[src/rtl/bcd_time_counter.sv]
// bcd_time_counter
//   Time-of-day counter for the six-digit seven-segment display path.
//   Holds seconds/minutes/hours as binary fields, advances one second per
//   clock_en pulse, and applies single-digit up/down edits selected by a
//   one-hot digit bus. All outputs are registered BCD conversions of the
//   fields' next state, so a tick or edit sampled at edge N is visible
//   right after edge N.
//
//   Optional feature macro: TWELVE_HOUR_EN (12-hour mode with live pm flag).
//
// Ports
//   clk        system clock
//   rst_n      synchronous active-low reset, loads INIT_* time
//   clock_en   one-cycle tick, one second
//   digit[5:0] one-hot edit select: [5] sec0 [4] sec1 [3] min0 [2] min1
//              [1] hrs0 [0] hrs1
//   up, down   one-cycle edit pulses
//   sec0..hrs1 BCD digits (units/tens)
//   pm         PM flag (constant 0 in 24-hour build)
//   day_wrap   one-cycle pulse on rollover to midnight
module bcd_time_counter #(
  parameter int unsigned INIT_HRS = 0,
  parameter int unsigned INIT_MIN = 0,
  parameter int unsigned INIT_SEC = 0
) (
  input  logic       clk,
  input  logic       rst_n,
  input  logic       clock_en,
  input  logic [5:0] digit,
  input  logic       up,
  input  logic       down,
  output logic [3:0] sec0,
  output logic [3:0] sec1,
  output logic [3:0] min0,
  output logic [3:0] min1,
  output logic [3:0] hrs0,
  output logic [3:0] hrs1,
  output logic       pm,
  output logic       day_wrap
);

  // Adds or subtracts d modulo m; v < m and d < m assumed (sum fits 7 bits).
  function automatic logic [6:0] step_mod(input logic [6:0] v,
                                          input logic [6:0] d,
                                          input logic [6:0] m,
                                          input logic       inc);
    logic [6:0] t;
    if (inc) t = v + d;
    else     t = v + m - d;
    if (t >= m) t = t - m;
    return t;
  endfunction

  function automatic logic [7:0] to_bcd(input logic [6:0] v);
    return {4'(v / 7'd10), 4'(v % 7'd10)};
  endfunction

`ifdef TWELVE_HOUR_EN
  localparam logic [6:0] HRS_MOD      = 7'd12;
  localparam logic [4:0] INIT_HRS_F   = 5'(INIT_HRS % 12);
  localparam logic       INIT_PM      = (INIT_HRS >= 12);
  localparam logic [6:0] INIT_HRS_DSP = (INIT_HRS % 12 == 0) ? 7'd12 : 7'(INIT_HRS % 12);
`else
  localparam logic [6:0] HRS_MOD      = 7'd24;
  localparam logic [4:0] INIT_HRS_F   = 5'(INIT_HRS);
  localparam logic [6:0] INIT_HRS_DSP = 7'(INIT_HRS);
`endif
  localparam logic [4:0] HRS_LAST   = 5'(HRS_MOD - 7'd1);
  localparam logic [5:0] INIT_MIN_F = 6'(INIT_MIN);
  localparam logic [5:0] INIT_SEC_F = 6'(INIT_SEC);

  logic [5:0] sec_q, sec_d;
  logic [5:0] min_q, min_d;
  logic [4:0] hrs_q, hrs_d;
  logic       wrap_d;
  logic [6:0] hrs_dsp_d;
  logic       onehot;
  logic       edit_ok;
`ifdef TWELVE_HOUR_EN
  logic       pm_q, pm_d;
`endif

  assign onehot  = (digit != '0) && ((digit & (digit - 6'd1)) == '0);
  assign edit_ok = onehot && (up ^ down);

  // Edits win over a coincident tick; edits never carry between fields.
  always_comb begin
    sec_d  = sec_q;
    min_d  = min_q;
    hrs_d  = hrs_q;
    wrap_d = 1'b0;
`ifdef TWELVE_HOUR_EN
    pm_d   = pm_q;
`endif
    if (edit_ok) begin
      if (digit[5] || digit[4])
        sec_d = 6'(step_mod({1'b0, sec_q}, digit[5] ? 7'd1 : 7'd10, 7'd60, up));
      if (digit[3] || digit[2])
        min_d = 6'(step_mod({1'b0, min_q}, digit[3] ? 7'd1 : 7'd10, 7'd60, up));
      if (digit[1] || digit[0])
        hrs_d = 5'(step_mod({2'b0, hrs_q}, digit[1] ? 7'd1 : 7'd10, HRS_MOD, up));
    end else if (clock_en) begin
      if (sec_q == 6'd59) begin
        sec_d = '0;
        if (min_q == 6'd59) begin
          min_d = '0;
          if (hrs_q == HRS_LAST) begin
            hrs_d = '0;
`ifdef TWELVE_HOUR_EN
            pm_d   = ~pm_q;
            wrap_d = pm_q;
`else
            wrap_d = 1'b1;
`endif
          end else begin
            hrs_d = hrs_q + 5'd1;
          end
        end else begin
          min_d = min_q + 6'd1;
        end
      end else begin
        sec_d = sec_q + 6'd1;
      end
    end
  end

  always_comb begin
    hrs_dsp_d = {2'b0, hrs_d};
`ifdef TWELVE_HOUR_EN
    if (hrs_d == '0) hrs_dsp_d = 7'd12;
`endif
  end

  always_ff @(posedge clk) begin
    if (!rst_n) begin
      sec_q        <= INIT_SEC_F;
      min_q        <= INIT_MIN_F;
      hrs_q        <= INIT_HRS_F;
      day_wrap     <= 1'b0;
      {sec1, sec0} <= to_bcd({1'b0, INIT_SEC_F});
      {min1, min0} <= to_bcd({1'b0, INIT_MIN_F});
      {hrs1, hrs0} <= to_bcd(INIT_HRS_DSP);
`ifdef TWELVE_HOUR_EN
      pm_q         <= INIT_PM;
`endif
    end else begin
      sec_q        <= sec_d;
      min_q        <= min_d;
      hrs_q        <= hrs_d;
      day_wrap     <= wrap_d;
      {sec1, sec0} <= to_bcd({1'b0, sec_d});
      {min1, min0} <= to_bcd({1'b0, min_d});
      {hrs1, hrs0} <= to_bcd(hrs_dsp_d);
`ifdef TWELVE_HOUR_EN
      pm_q         <= pm_d;
`endif
    end
  end

`ifdef TWELVE_HOUR_EN
  assign pm = pm_q;
`else
  assign pm = 1'b0;
`endif

endmodule

[config.mk]
export PLATFORM = sky130hd
export DESIGN_NAME = bcd_time_counter
export DESIGN_NICKNAME = d
export VERILOG_FILES = /design/src/rtl/bcd_time_counter.sv
export SDC_FILE = /design/constraint.sdc
export NUM_CORES = 1
export LEC_CHECK = 0
export BUFFER_PORTS_ARGS = -buffer_cell sky130_fd_sc_hd__buf_2
export CORE_MARGIN = 2
export CORE_UTILIZATION = 50
export CTS_BUF_LIST = sky130_fd_sc_hd__clkbuf_2
export DETAILED_ROUTE_END_ITERATION = 8
export GPL_ROUTABILITY_DRIVEN = 0
export HOLD_SLACK_MARGIN = 0.08
export PLACE_DENSITY = 0.69
export REMOVE_ABC_BUFFERS = 1
export SETUP_SLACK_MARGIN = 0.4
export SLEW_MARGIN = 20
export SYNTH_ARGS = -nofsm -noshare
export SYNTH_HDL_FRONTEND = slang
export SYNTH_SLANG_ARGS = --single-unit
export TNS_END_PERCENT = 1
[constraint.sdc]
create_clock -name clk -period 15 [get_ports clk]
set_clock_uncertainty 0.15 [all_clocks]
set_input_delay 3 -clock clk [delete_from_list [all_inputs] [get_ports clk]]
set_output_delay 3 -clock clk [all_outputs]
set_load 0.05 [all_outputs]
* Word-level counts from Yosys, hierarchy flattened
Index checks and enable logic that the tools add are counted.
** Storage, ports and cells
- Register bits :: 42
- Input bits :: 11
- Word-level logic and storage cells :: 83
** Cells by class
- Add/subtract/negate cells :: 16
- Divide/modulo/power cells :: 6
- Order comparisons :: 3
- Equality and inequality tests :: 3
- Multiplexer cells :: 31
- Bitwise operators :: 6
- Reductions and logical operators :: 8
** Operators with widths (number)
- 6-bit two-way mux :: 11
- 7-bit two-way mux :: 9
- 5-bit two-way mux :: 7
- 6-bit by 4-bit adder with 7-bit output :: 2
- 6-bit by 6-bit adder with 7-bit output, second input constant :: 2
- 6-bit by 4-bit divider with 7-bit output, second input constant :: 2
- 7-bit by 6-bit >= comparator with 1-bit output, second input constant :: 2
- 6-bit by 4-bit remainder unit with 7-bit output, second input constant :: 2
- 7-bit by 4-bit subtractor with 7-bit output :: 2
- 6-bit by 1-bit adder with 6-bit output, second input constant :: 2
- 6-bit == test, second input constant :: 2
- 4-bit two-way mux :: 3
- 6-bit subtractor, second input constant :: 2
- 5-bit by 4-bit divider with 7-bit output, second input constant :: 1
- 7-bit by 5-bit >= comparator with 1-bit output, second input constant :: 1
- 5-bit by 4-bit remainder unit with 7-bit output, second input constant :: 1
- 6-bit by 4-bit subtractor with 7-bit output :: 1
- 5-bit by 4-bit adder with 6-bit output :: 1
- 5-bit by 5-bit adder with 6-bit output, second input constant :: 1
- 6-bit bitwise AND :: 1
- 6-bit logical NOT :: 1
- 6-bit nonzero test :: 1
- 6-bit by 1-bit subtractor with 6-bit output, second input constant :: 1
- 5-bit by 1-bit adder with 5-bit output, second input constant :: 1
- 8 further kinds :: 14

* Logic depth before layout (Yosys ltp)
- Depth in word-level cells :: 11
- Gate-level depth with buffers :: 28
- Mapped depth without buffers :: 28

* Least setup slack after synthesis
No wires, ideal clock.
- Kind :: in2reg
- From :: input digit[5]
- To :: register sec0[1]
- Setup time :: 123 ps
- Arrival time :: 8031 ps
- Data required time :: 14727 ps
- Setup slack :: 6696 ps
- Stages :: 27
- Buffers on the path :: 0
- Cell sequence :: inv_1 > ha_1 > inv_1 > ha_1 > fa_1 > nor2_1 > a311o_1 > nand2_1 > ha_1 > a31o_2 > a2111oi_2 > a211oi_2 > ha_1 > nand2b_1 > a21oi_1 > nor2_1 > xnor2_1 > ha_1 > a21boi_0 > a211oi_2 > or3_1 > and2_1 > ha_1 > inv_1 > a31oi_1 > o22ai_1 > mux2_1
** On the way
- Word-level cells in the longest chain between the ends :: 10
- Elaborated cells between the ends (all ways) :: 19
- Those cells by class :: 4 x add/sub; 1 x div; 1 x order compare; 7 x mux; 1 x bitwise; 5 x reduce/logical
** Ends and longest elaborated chain
- start: declaration :: RTL line 29 : input logic [5:0] digit,
- 4-bit two-way mux :: RTL line 97 : sec_d = 6'(step_mod({1'b0, sec_q}, digit[5] ? 7'd1 : 7'd10, 7'd60, up));
- 7-bit by 4-bit subtractor with 7-bit output / 6-bit by 4-bit adder with 7-bit output (equally long branches) :: RTL line 49, 48
- 7-bit two-way mux :: RTL line 48 : if (inc) t = v + d;
- 7-bit two-way mux :: RTL line 96 : if (digit[5] || digit[4])
- 7-bit two-way mux :: RTL line 95 : if (edit_ok) begin
- 6-bit subtractor / 7-bit by 6-bit >= comparator with 1-bit output (equally long branches) :: RTL line 50 : if (t >= m) t = t - m;
- 6-bit two-way mux :: RTL line 50
- 6-bit two-way mux :: RTL line 96
- 6-bit two-way mux * :: RTL line 95
- 6-bit by 4-bit remainder unit with 7-bit output * :: RTL line 55 : return {4'(v / 7'd10), 4'(v % 7'd10)};
- end signal: assignment :: RTL line 140 : {sec1, sec0} <= to_bcd({1'b0, INIT_SEC_F});
- end signal: assignment :: RTL line 151 : {sec1, sec0} <= to_bcd({1'b0, sec_d});
- end: declaration :: RTL line 32 : output logic [3:0] sec0,
Every way passes the cells marked *; elsewhere a longest branch is shown, timed or not. The select of a mux whose other input is x is not followed.
A chain may end at the register's enable or synchronous reset.

* Final worst setup path
Ends and elaborated chain as after synthesis.

==> results.yml <==
synthesis:
  synth.most_common_cell: "nor2_1"
  ys.flop_type: "dfxtp_1"
  ys_seq_area_share_pct: 16.11
  async_flop_share_pct: 0
  yosysTopAreaCellShare_pct: 16.11
  ys_warn_count: 0
  synth-seq-cells: 35
  synth_cell_types: 95
  yosys-top-cells-area: "dfxtp_1, ha_1, nor2_1"
  synth_area_per_cell_um2: 7.839
  synth_top_area_cell: "dfxtp_1"
  syn-cell-area_um2: 4350
  synth_edf_count: 0
  synth_top_cells_by_count: "nor2_1, inv_1, ha_1"
  postSynthCellCount: 555
setup_path:
  crit_family: "adder cells"
  critical_path_class: "primary input to register"
  arrival_ns: 8.85
  slowest_stage: "a2111oi_2"
  critPathBufInv: 4
  cp.depth: 28
  reg2reg_slack_ns: 8.74
  cpPeakStageDelay_ns: 0.43
  crit_top_cell: "ha_1"
  rr_startpoint: "sec_q[1]"
  setup.worst_path.start: "digit[5]"
  crit_path_end_kind: "register"
  crit_path_end: "sec0[1]"
  reg2reg_depth: 26
  crit_path_start_kind: "primary input"
  cp.required_ns: 15.13
  r2r_end: "sec0[1]"
  crit_fanout: 8
clock_network:
  clkLatencyLatePin_ns: 0.37
  cts_sinks: 35
  root_buffer: "clkbuf_2"
  cts_buffers: 5
  cts_resized: 0
  clkSlewWorstSetupHoldPaths_ns: 0.17
  clk_path_buf_depth: 2
  h-tree-depth: 2
  cts_tree: "yes"
  ctsHoldBuffers: 0
  post_cts_buffers: 0
global_routing:
  track_usage_pct: 21.38
  use_met3_pct: 2.374
  grt_first_pass_wirelength_um: 17440
  grtUsageMet1_pct: 30.32
  overflow: 0
  met2_usage_pct: 34.67
  antenna_found_initial: 0
  grt_busiest_layer: "met2"
  grt_max_degree: 33
  grt_pass1_vias: 3800
floorplanning:
  die_h_um: 97.28
  start_util_pct: 50.63
  ioPinCount: 37
  core_area_um2: 8593
  rows: 34
  die-area_um2: 9463
  die_w_um: 97.28
timing:
  post-route-period-util_pct: 58.10
  relSlewSlack_pct: 43.52
  rsz0062_at_grt: "no"
  period_minus_slack_ns: 8.715
  clock.fmax_mhz: 114.7
  drv_slew: 0
  hold_violations: 0
  tightest_slew_ns: 0.8340
  fin_tns_setup_ns: 0
  setup_viol: 0
drt:
  drc: 0
  drt_iter0_drc: 280
  firstDrtPassIters: 7
  via_count: 4096
  via_per_inst: 6.050
  routedWlPerCell_um: 14.85
  antenna_left: 0
  wirelength_um: 10060
run_status:
  status: "finished, final reports clean"
layout:
  diodes: 0
  area_delta_synth_final_pct: 3.796
  drive_gt1_share_pct: 13.01
  fill_cells: 819
  final_nets: 628
  utilization_pct: 52.55
placed_design:
  dp_hpwl_um: 7901
  portBuffers: 31
min_path:
  hp-class: "register to register"
power_and_ir_drop:
  vdd.ir_drop.worst_uv: 49.36
  power_density_nw_per_um2: 51.23
  leakage_nw: 1.934
run:
  maxCapViolations: 0
cell usage in the layout, fill, tap and decap left out, drive strengths merged, types with 9 or more instances in the layout:
cell type  instances
or3                9
nor3              18
mux2i              9
ha                43
nand2b            11
buf               32
nor2              49
nand2             20
a21oi             39
dfxtp             35
and3               9
xnor2             11
inv               49
nand3             19
o21ai             34
and2              15
a31oi              9
routing by layer:
layer,wire (µm),part of all wire [%]
met5,0,0
met4,101,1.0
met3,445,4.4
met2,4531,45
met1,4977,49
stage by stage:
| stage | cells | power (mW) | setup WS [ns] | hold WS, ns | area [µm²] |
|---|---|---|---|---|---|
| after global placement | 669 | 0.1880 | 6.212 | 0.5790 | 4478 |
| after global routing | 677 | 0.2496 | 5.911 | 0.6464 | 4516 |
| final | 677 | 0.2313 | 6.285 | 0.6300 | 4516 |
| after CTS | 677 | 0.2336 | 6.334 | 0.6274 | 4516 |
| after floorplan | 529 | 0.1688 | 6.688 | 0.5166 | 4180 |
| after detailed placement | 669 | 0.1907 | 5.932 | 0.6055 | 4478 |
power breakdown:
| part | internal (mW) | total, mW | switching (mW) |
|---|---|---|---|
| Sequential | 0.0957 | 0.0993 | 0.00363 |
| Combinational | 0.0321 | 0.0908 | 0.0588 |
| Clock | 0.0112 | 0.0412 | 0.0300 |
worst min-delay path by stage:
stage,from,to,slack [ns],cells past startpoint
floorplan,hrs_q[3],day_wrap,0.52,2
global placement,hrs_q[3],hrs_q[3],0.58,3
detailed placement,hrs_q[3],hrs_q[3],0.61,3
CTS,hrs_q[3],day_wrap,0.63,2
global route,hrs_q[3],day_wrap,0.65,2
finish,hrs_q[3],day_wrap,0.63,2
area by class of cell:
class	instances	area (µm²)	area share, %
flip-flops and latches	35	700.7	15.52
repair buffers	32	162.7	3.602
well taps	108	135.1	2.993
clock inverters	2	7.507	0.1663
clock buffers	6	30.03	0.6650
multi-input cells	444	3292	72.90
inverters	50	187.7	4.156
state kept, by name (all words and copies together) (netlist names):
| name | flops |
|---|---|
| sec0 | 4 |
| hrs1 | 2 |
| sec1 | 3 |
| min0 | 4 |
| sec_q | 5 |
| hrs_q | 4 |
| min1 | 3 |
| hrs0 | 4 |
| day_wrap | 1 |
| min_q | 5 |
worst register-to-register path, cell delays in order, from the launching register on:
cell and delay [ns]:
dfxtp_1 0.45, ha_1 0.36, inv_1 0.05, ha_1 0.21, fa_1 0.41, nor2_1 0.13, a311o_1 0.15, nand2_1 0.08
ha_1 0.25, a31o_2 0.28, a2111oi_2 0.43, a211oi_2 0.15, ha_1 0.28, nand2b_1 0.21, a21oi_1 0.20, nor2_1 0.07
xnor2_1 0.21, ha_1 0.24, a21boi_0 0.24, a211oi_2 0.10, or3_1 0.40, and2_1 0.19, ha_1 0.20, inv_1 0.11
a31oi_1 0.06, o22ai_1 0.21, mux2_1 0.35
logic make-up (layout without fill, tap and decap cells):
group | after synthesis | count (layout) | share of synthesized area (%)
adders and majority gates | 49 | 49 | 15.13
and+or+nand+nor | 191 | 191 | 24.13
other | 1 | 5 | 0.08620
DFF | 35 | 35 | 16.11
AOI/OAI and AO/OA | 168 | 168 | 28.85
xor gates and xnor gates | 17 | 17 | 3.595
muxes | 14 | 14 | 3.537
buffers and inverters | 80 | 90 | 8.570
(Power assumes the default switching activity.)
